File: config.mk
export PLATFORM = sky130hd
export DESIGN_NAME = bus_reg_bank
export DESIGN_NICKNAME = d
export VERILOG_FILES = /design/src/rtl/bus_reg_bank.sv
export SDC_FILE = /design/constraint.sdc
export NUM_CORES = 1
export LEC_CHECK = 0
export BUFFER_PORTS_ARGS = -buffer_cell sky130_fd_sc_hd__buf_2
export CAP_MARGIN = 40
export CORE_UTILIZATION = 44
export CTS_BUF_LIST = sky130_fd_sc_hd__clkbuf_4 sky130_fd_sc_hd__clkbuf_8 sky130_fd_sc_hd__clkbuf_16
export DETAILED_ROUTE_END_ITERATION = 7
export PLACE_DENSITY = 0.68
export SYNTH_ARGS = -nofsm -noshare
export SYNTH_HDL_FRONTEND = slang
export SYNTH_SLANG_ARGS = --single-unit
File: constraint.sdc
create_clock -name clk -period 3.2 [get_ports clk]
set_input_delay 0.32 -clock clk [delete_from_list [all_inputs] [get_ports clk]]
set_output_delay 0.32 -clock clk [all_outputs]
set_load 0.05 [all_outputs]
File: src/rtl/bus_reg_bank.sv
// rtl/bus_reg_bank.sv - parametrised register bank with one-hot bus source selection
module bus_reg_bank #(
  parameter int unsigned  WIDTH    = 32,
  parameter int unsigned  NUM_REGS = 16,
  parameter int unsigned  NUM_EXT  = 8,
  parameter bit           R0_ZERO  = 1'b1,
  parameter bit           BUS_PIPE = 1'b0,
  localparam int unsigned NSRC     = NUM_REGS + NUM_EXT,
  localparam int unsigned AW       = $clog2(NUM_REGS),
  localparam int unsigned IW       = $clog2(NSRC)
) (
  input  logic                     clk,
  input  logic                     clr,
  input  logic [NUM_REGS-1:0]      reg_in_en,
  input  logic [NUM_REGS-1:0]      reg_out_sel,
  input  logic [NUM_EXT-1:0]       ext_sel,
  input  logic [WIDTH*NUM_EXT-1:0] ext_data,
  input  logic                     ba_out,
  input  logic                     err_clr,
  input  logic [AW-1:0]            dbg_addr,
  output logic [WIDTH-1:0]         bus_data,
  output logic                     bus_valid,
  output logic [IW-1:0]            src_idx,
  output logic                     sel_err,
  output logic [WIDTH-1:0]         dbg_data
);

  logic [WIDTH-1:0] regs_q  [NUM_REGS];
  logic [WIDTH-1:0] regs_d  [NUM_REGS];
  logic [WIDTH-1:0] src_val [NSRC];
  logic [NSRC-1:0]  sel_vec;
  logic [WIDTH-1:0] pick_val;
  logic [IW-1:0]    pick_idx;
  logic             sel_any;
  logic             sel_multi;
  logic             sel_one;
  logic [WIDTH-1:0] sel_data;
  logic [IW-1:0]    sel_idx;
  logic             sel_err_q;
  logic             sel_err_d;

  // Registers occupy source positions 0..NUM_REGS-1, external sources follow.
  assign sel_vec = {ext_sel, reg_out_sel};

  // Gather every bus source into one indexable array; R0 is masked in base-address mode.
  always_comb begin
    for (int i = 0; i < NUM_REGS; i++) begin
      src_val[i] = regs_q[i];
    end
    if (R0_ZERO && ba_out) begin
      src_val[0] = '0;
    end
    for (int k = 0; k < NUM_EXT; k++) begin
      src_val[NUM_REGS + k] = ext_data[k*WIDTH +: WIDTH];
    end
  end

  // Scan the selects: remember the selected source and whether a second one also fired.
  always_comb begin
    sel_any   = 1'b0;
    sel_multi = 1'b0;
    pick_val  = '0;
    pick_idx  = '0;
    for (int i = 0; i < NSRC; i++) begin
      if (sel_vec[i]) begin
        sel_multi = sel_multi | sel_any;
        sel_any   = 1'b1;
        pick_val  = src_val[i];
        pick_idx  = IW'(i);
      end
    end
  end

  // Only a single driver produces a valid bus; none or several collapse to zero.
  assign sel_one  = sel_any & ~sel_multi;
  assign sel_data = sel_one ? pick_val : '0;
  assign sel_idx  = sel_one ? pick_idx : '0;

  generate
    if (BUS_PIPE) begin : g_pipe
      logic [WIDTH-1:0] bus_q;
      logic             valid_q;
      logic [IW-1:0]    idx_q;

      // Bus stage register; a clear drops whatever value was in flight.
      always_ff @(posedge clk) begin
        if (clr) begin
          bus_q   <= '0;
          valid_q <= 1'b0;
          idx_q   <= '0;
        end else begin
          bus_q   <= sel_data;
          valid_q <= sel_one;
          idx_q   <= sel_idx;
        end
      end

      assign bus_data  = bus_q;
      assign bus_valid = valid_q;
      assign src_idx   = idx_q;
    end else begin : g_comb
      assign bus_data  = sel_data;
      assign bus_valid = sel_one;
      assign src_idx   = sel_idx;
    end
  endgenerate

  // An enabled register takes the bus only when the bus is valid; otherwise it holds.
  always_comb begin
    for (int i = 0; i < NUM_REGS; i++) begin
      regs_d[i] = (reg_in_en[i] && bus_valid) ? bus_data : regs_q[i];
    end
  end

  // Register storage; clear wins over any write in the same cycle.
  always_ff @(posedge clk) begin
    for (int i = 0; i < NUM_REGS; i++) begin
      regs_q[i] <= clr ? '0 : regs_d[i];
    end
  end

  // Sticky multi-driver flag: a fresh conflict wins over err_clr.
  always_comb begin
    sel_err_d = sel_err_q;
    if (sel_multi) begin
      sel_err_d = 1'b1;
    end else if (err_clr) begin
      sel_err_d = 1'b0;
    end
  end

  // Error flag register.
  always_ff @(posedge clk) begin
    sel_err_q <= clr ? 1'b0 : sel_err_d;
  end

  assign sel_err = sel_err_q;

  // Raw debug view of storage, independent of ba_out; out-of-range addresses read zero.
  always_comb begin
    dbg_data = '0;
    if (32'(dbg_addr) < NUM_REGS) begin
      dbg_data = regs_q[dbg_addr];
    end
  end

endmodule

# Word level (Yosys, flattened, before mapping)
# Memories as Yosys holds them, arrays and structs flattened.
# Index checks and enable logic that the tools add are counted.
[word_totals] output_inout_bits=71 elab_cells=174 regBits=1 ramBits=512 n_memories=1
[mem_list] memory="regs_q" words=16 word_bits=32 rd=17 rd_ports_with_merged_regs=0 write_ports=16 line="28" rtl="logic [WIDTH-1:0] regs_q [NUM_REGS];"
[classes] mux=131 bitwise=24 reduce_logical=17
[op_table] op="$mux 32" n=58
[op_table] op="$mux 5" n=19
[op_table] op="$mux 1" n=50
[op_table] op="$or 1x1->1" n=22
[op_table] op="$logic_and 1x1->1" n=16
[op_table] op="$mux 3" n=2
[op_table] op="$mux 2" n=2
[op_table] op="$reduce_bool 2->1" n=1
[op_table] op="$and 1x1->1" n=1
[op_table] op="$not 1->1" n=1

# Logic depth before layout (Yosys ltp)
[logic_depth] word_depth=51 ltp_mapped=14 ltp_nobuf=8

# Worst setup path after synthesis
# OpenSTA, ideal clock, no wires.
[synth_timing] path_type="input to output" startpoint="input reg_out_sel[5]" endpoint="output bus_data[24]" setup_slack_ns=-0.829 arrival_time_ns=3.709 path_stages=13 path_cell_list="buf_2 -> or4_1 -> clkbuf_1 -> o31ai_2 -> o2111a_1 -> and4_1 -> buf_6 -> nand2_4 -> inv_1 -> buf_2 -> buf_1 -> nand2_1 -> a21oi_1"
[synth_between] elab_chain_len=40
[synth_rtl] item="start, declared" line="15" rtl="input logic [NUM_REGS-1:0] reg_out_sel,"
[synth_rtl] item="$mux 1" line="65" rtl="if (sel_vec[i]) begin"
[synth_rtl] item="$or 1x1->1" line="66" rtl="sel_multi = sel_multi | sel_any;"
[synth_rtl] item="$mux 1" line="65"
[synth_rtl] item="$or 1x1->1" line="66"
[synth_rtl] item="$mux 1" line="65"
[synth_rtl] item="$or 1x1->1" line="66"
[synth_rtl] item="$mux 1" line="65"
[synth_rtl] item="$or 1x1->1" line="66"
[synth_rtl] item="[25 not listed]"
[synth_rtl] item="$or 1x1->1" line="66"
[synth_rtl] item="$mux 1" line="65"
[synth_rtl] item="$or 1x1->1" line="66"
[synth_rtl] item="$mux 1" line="65"
[synth_rtl] item="$not 1->1" line="75" rtl="assign sel_one = sel_any & ~sel_multi;"
[synth_rtl] item="$and 1x1->1 (*)" line="75"
[synth_rtl] item="named net bus_valid" line="22" rtl="output logic bus_valid,"
[synth_rtl] item="$mux 32 (*)" line="76" rtl="assign sel_data = sel_one ? pick_val : '0;"
[synth_rtl] item="end, declared" line="21" rtl="output logic [WIDTH-1:0] bus_data,"
# The timed path passes the listed nets; every way through them passes the cells marked *.

# Worst setup path in the final report
[layout_timing] startpoint="input reg_out_sel[13]" endpoint="output bus_data[15]"
[layout_between] elab_chain_len=24
[layout_rtl] item="$mux 1" line="65"
[layout_rtl] item="$or 1x1->1" line="66"
[layout_rtl] item="$mux 1" line="65"
[layout_rtl] item="$or 1x1->1" line="66"
[layout_rtl] item="$mux 1" line="65"
[layout_rtl] item="$or 1x1->1" line="66"
[layout_rtl] item="$mux 1" line="65"
[layout_rtl] item="$or 1x1->1" line="66"
[layout_rtl] item="[8 not listed]"
[layout_rtl] item="$mux 1" line="65"
[layout_rtl] item="$or 1x1->1" line="66"
[layout_rtl] item="$mux 1" line="65"
[layout_rtl] item="$or 1x1->1" line="66"
[layout_rtl] item="$mux 1" line="65"
[layout_rtl] item="$not 1->1" line="75"
[layout_rtl] item="$and 1x1->1" line="75"
[layout_rtl] item="$mux 32 (*)" line="76"
# Every way passes the cells marked *; elsewhere a longest branch is shown, timed or not.

==> flow_summary_export.csv <==
group,metric,value,unit
die,row_count,92,
outcome,status,"finished, violations left",
die,fp.dieW,254,um
cts,clock-sinks,513,
power,intPower,11.1,mW
global_route,grt_pass1_wl,188,mm
logic_synthesis,ys_seq_area_share,36.7,%
global_route,grt_max_degree,68,
logic_synthesis,synthXorXnorAreaFrac,0,%
setup_path,startpoint_type,"primary input",
timing,fin_skew,12.8,ps
route,vias,30000,
power,clock_power_share,43.9,%
logic_synthesis,syn_inst,2967,
setup_path,reg2reg_depth,11,
cts,htree_levels,2,
power,p_sw,4.11,mW
finish,seqCellArea,10300,sq um
logic_synthesis,synthMuxAreaShare,13.4,%
route,drc,0,
setup_path,worst_setup_path_end_kind,"primary output",
finish,multi_input_area,16600,sq um
global_route,grt_pass1_vias,29000,
logic_synthesis,synth_common_cells,"dfxtp_1, clkbuf_1, nand2_1",
logic_synthesis,syn-cell-area,28000,sq um
logic_synthesis,syn-num-nets,3271,
power,p_per_area,420,nW/um^2
power,p_leak,13.4,nW
die,num_io_pins,375,
hold_path,hold_depth,3,
timing,finalSetupTns,-416,ps
die,initial_core_util,44.4,%
logic_synthesis,synthFlopType,"dfxtp_1",
power,p_sw_share,27.0,%
hold_path,hp-start,"reg_in_en[14]",
power,power_frac_comb,14.1,%
logic_synthesis,synth_largest_area_cell,"dfxtp_1",
setup_path,cp_data_arrival_time,2990,ps
finish,final_net_count,3780,
timing,drv_slew,0,
placed_design,io_buffers,374,
global_route,overflow,0,
logic_synthesis,async_flop_share,0,%
cts,cts_tree,"built",
die,core_area,63000,sq um
timing,worst_slack,-114,ps
setup_path,cp-startpoint,"reg_out_sel[13]",
job,cap_violations,0,
timing,layout_min_cycle_time,3310,ps
timing,finalHoldViolations,0,
route,ant_nets,0,
placed_design,gp_congestion,0.990,
route,dr.pass1.iters,6,
cts,cts_root_buffer,"clkbuf_16",
cts,cts_buffers,53,
setup_path,rr_startpoint,"regs_q[5][15]",
setup_path,crit_fanout,10,
logic_synthesis,yosys.area_share.simple,13.4,%
route,via_per_inst,6.87,
power,ir_drop,0.000366,V
timing,slew_headroom,38.2,%
cts,clk_path_buf_depth,3,
hold_path,min_path_type,"in2reg",
finish,n_fill_cell,5519,
setup_path,setup.worst_path.class,"in2out",
global_route,antenna_found_initial,2,
timing,timing.hold.ws,232,ps
logic_synthesis,netlist_top_cells_area,"dfxtp_1, mux4_2, a22o_1, o21ai_0, clkbuf_1",
logic_synthesis,synth_top_area_share,36.7,%
setup_path,required,2880,ps
logic_synthesis,syn_area_per_cell,9.42,sq um
timing,setup_violations,19,
route,drt-wirelength-per-cell,29.5,um
placed_design,dp_hpwl,96.2,mm
logic_synthesis,synth_most_common_cell,"dfxtp_1",
outcome,failed_checks,"setup timing",
global_route,grt_usage,39.1,%
logic_synthesis,yosys_warnings,0,
finish,drive_gt1_share,33.7,%
logic_synthesis,synth_cell_type_count,84,
finish,area_delta_synth_final,29.7,%
timing,finalCritPeriodShare,104,%
logic_synthesis,ys_ff_latch,513,
logic_synthesis,synth-edff-count,0,
route,drtIter0Drc,4451,
timing,clock.fmax,302,MHz
route,drt-total-wl,129,mm
timing,tightest_slew,927,ps
logic_synthesis,synth_compound_area_share,30.5,%
die,dieArea,64500,sq um
cts,path_clk_slew,60,ps
cts,clk_latency,620,ps
logic_synthesis,synth_top_family_by_area,"compound AO/OA/AOI/OAI gates",
finish,antenna_cells,0,
timing,rsz0062_at_grt,"true",
logic_synthesis,synthAdderAreaFrac,0.107,%
die,die_y,254,um
power,seqPwrFrac,42.0,%
==> placed cells by master (no fill, tap or decap), types with 13 or more instances in the layout <==
cell	Yosys	routed
mux2i_1	13	13
buf_4	4	343
inv_1	63	52
o31ai_1	17	16
nor2_1	189	175
buf_12	0	63
dfxtp_1	513	513
nand4_1	13	13
a22o_1	218	218
o311a_1	13	13
buf_2	58	331
a221oi_1	68	64
a221o_1	52	52
nor2b_1	51	50
buf_8	0	14
a211oi_1	87	81
nor3b_1	32	31
a32o_1	33	33
nor3_1	56	49
o22ai_1	43	43
nand2_1	220	218
o21ai_0	172	164
nand3_1	26	26
o311ai_0	31	29
clkbuf_8	0	17
nand2b_1	65	65
clkbuf_4	0	14
clkbuf_16	0	57
mux4_2	160	160
o211ai_1	16	16
o21ai_1	20	28
o2bb2ai_1	72	72
o221ai_1	19	19
a21oi_1	130	127
buf_6	3	29
==> layer usage <==
layer  wire, um  vias up  GRT usage (%)  part of all wire, %
met5         11        -              0               0.0086
met4       9100        2           24.6                  7.1
met3      13200      432           6.07                   10
met2      58600     2244           61.5                   46
met1      47700    14700           50.2                   37
li1           -    12600              -                    -
==> cell type report <==
class | count | share of cell area [%]
clock buffers | 83 | 4.65
clock inverters | 14 | 0.480
inverters | 68 | 0.818
multi-input cells | 2053 | 45.9
flip-flops and latches | 513 | 28.3
well taps | 846 | 2.92
repair buffers | 787 | 16.9
==> state kept, by name, summed over array words and instances (netlist names) <==
register and count:
regs_q 512, sel_err 1
==> power groups by stage <==
stage,clock (mW),sequential [mW],combinational [mW]
2_1_floorplan,0,6.53,0.987
3_3_place_gp,0,6.53,2.01
3_5_place_dp,0,6.53,2.03
4_1_cts,6.67,6.39,2.06
5_1_grt,6.95,6.38,2.23
6_report,6.68,6.38,2.15
==> worst max-delay path: stages <==
cell	delay, ps
buf_2	200
or2_2	450
nor3_1	560
a21oi_1	110
and4b_2	390
nand2_8	100
buf_6	150
buf_12	150
a211oi_4	240
buf_6	170
buf_12	140
==> what timing repair did <==
action                     CTS  global route
gates resized for setup     77            68
cloned                       0             2
buffers inserted            15            12
pin swaps                   16            28
hold buffers                 1             0
setup endpoints to repair   38            38
hold endpoints to repair     1             0
==> kinds of logic after synthesis <==
family | Yosys count
simple gates | 749
flops | 513
compound gates | 1127
mux | 174
fa+ha+maj | 3
buf+inv | 401
==> through the flow <==
| step | cell area, sq um | instances | util, % | worst slack, ps | total power, mW |
|---|---|---|---|---|---|
| 5_1_grt | 36300 | 4364 | 57.6 | -94.2 | 15.6 |
| 4_1_cts | 35900 | 4353 | 57.0 | -30.1 | 15.1 |
| 3_3_place_gp | 33600 | 4237 | 53.3 | -576 | 8.54 |
| 2_1_floorplan | 28300 | 2967 | - | -65.8 | 7.52 |
| 6_report | 36300 | 4364 | 57.6 | -114 | 15.2 |
| 3_5_place_dp | 33600 | 4240 | 53.4 | -348 | 8.56 |
==> path summary, 6_finish.rpt <==
kind                        end  slack [ps]
hold reg to reg   regs_q[5][11]         470
setup reg to reg  regs_q[4][15]         590
hold / removal    regs_q[14][2]         230
setup / recovery   bus_data[15]        -110
Power figures use the tool's default switching activity.
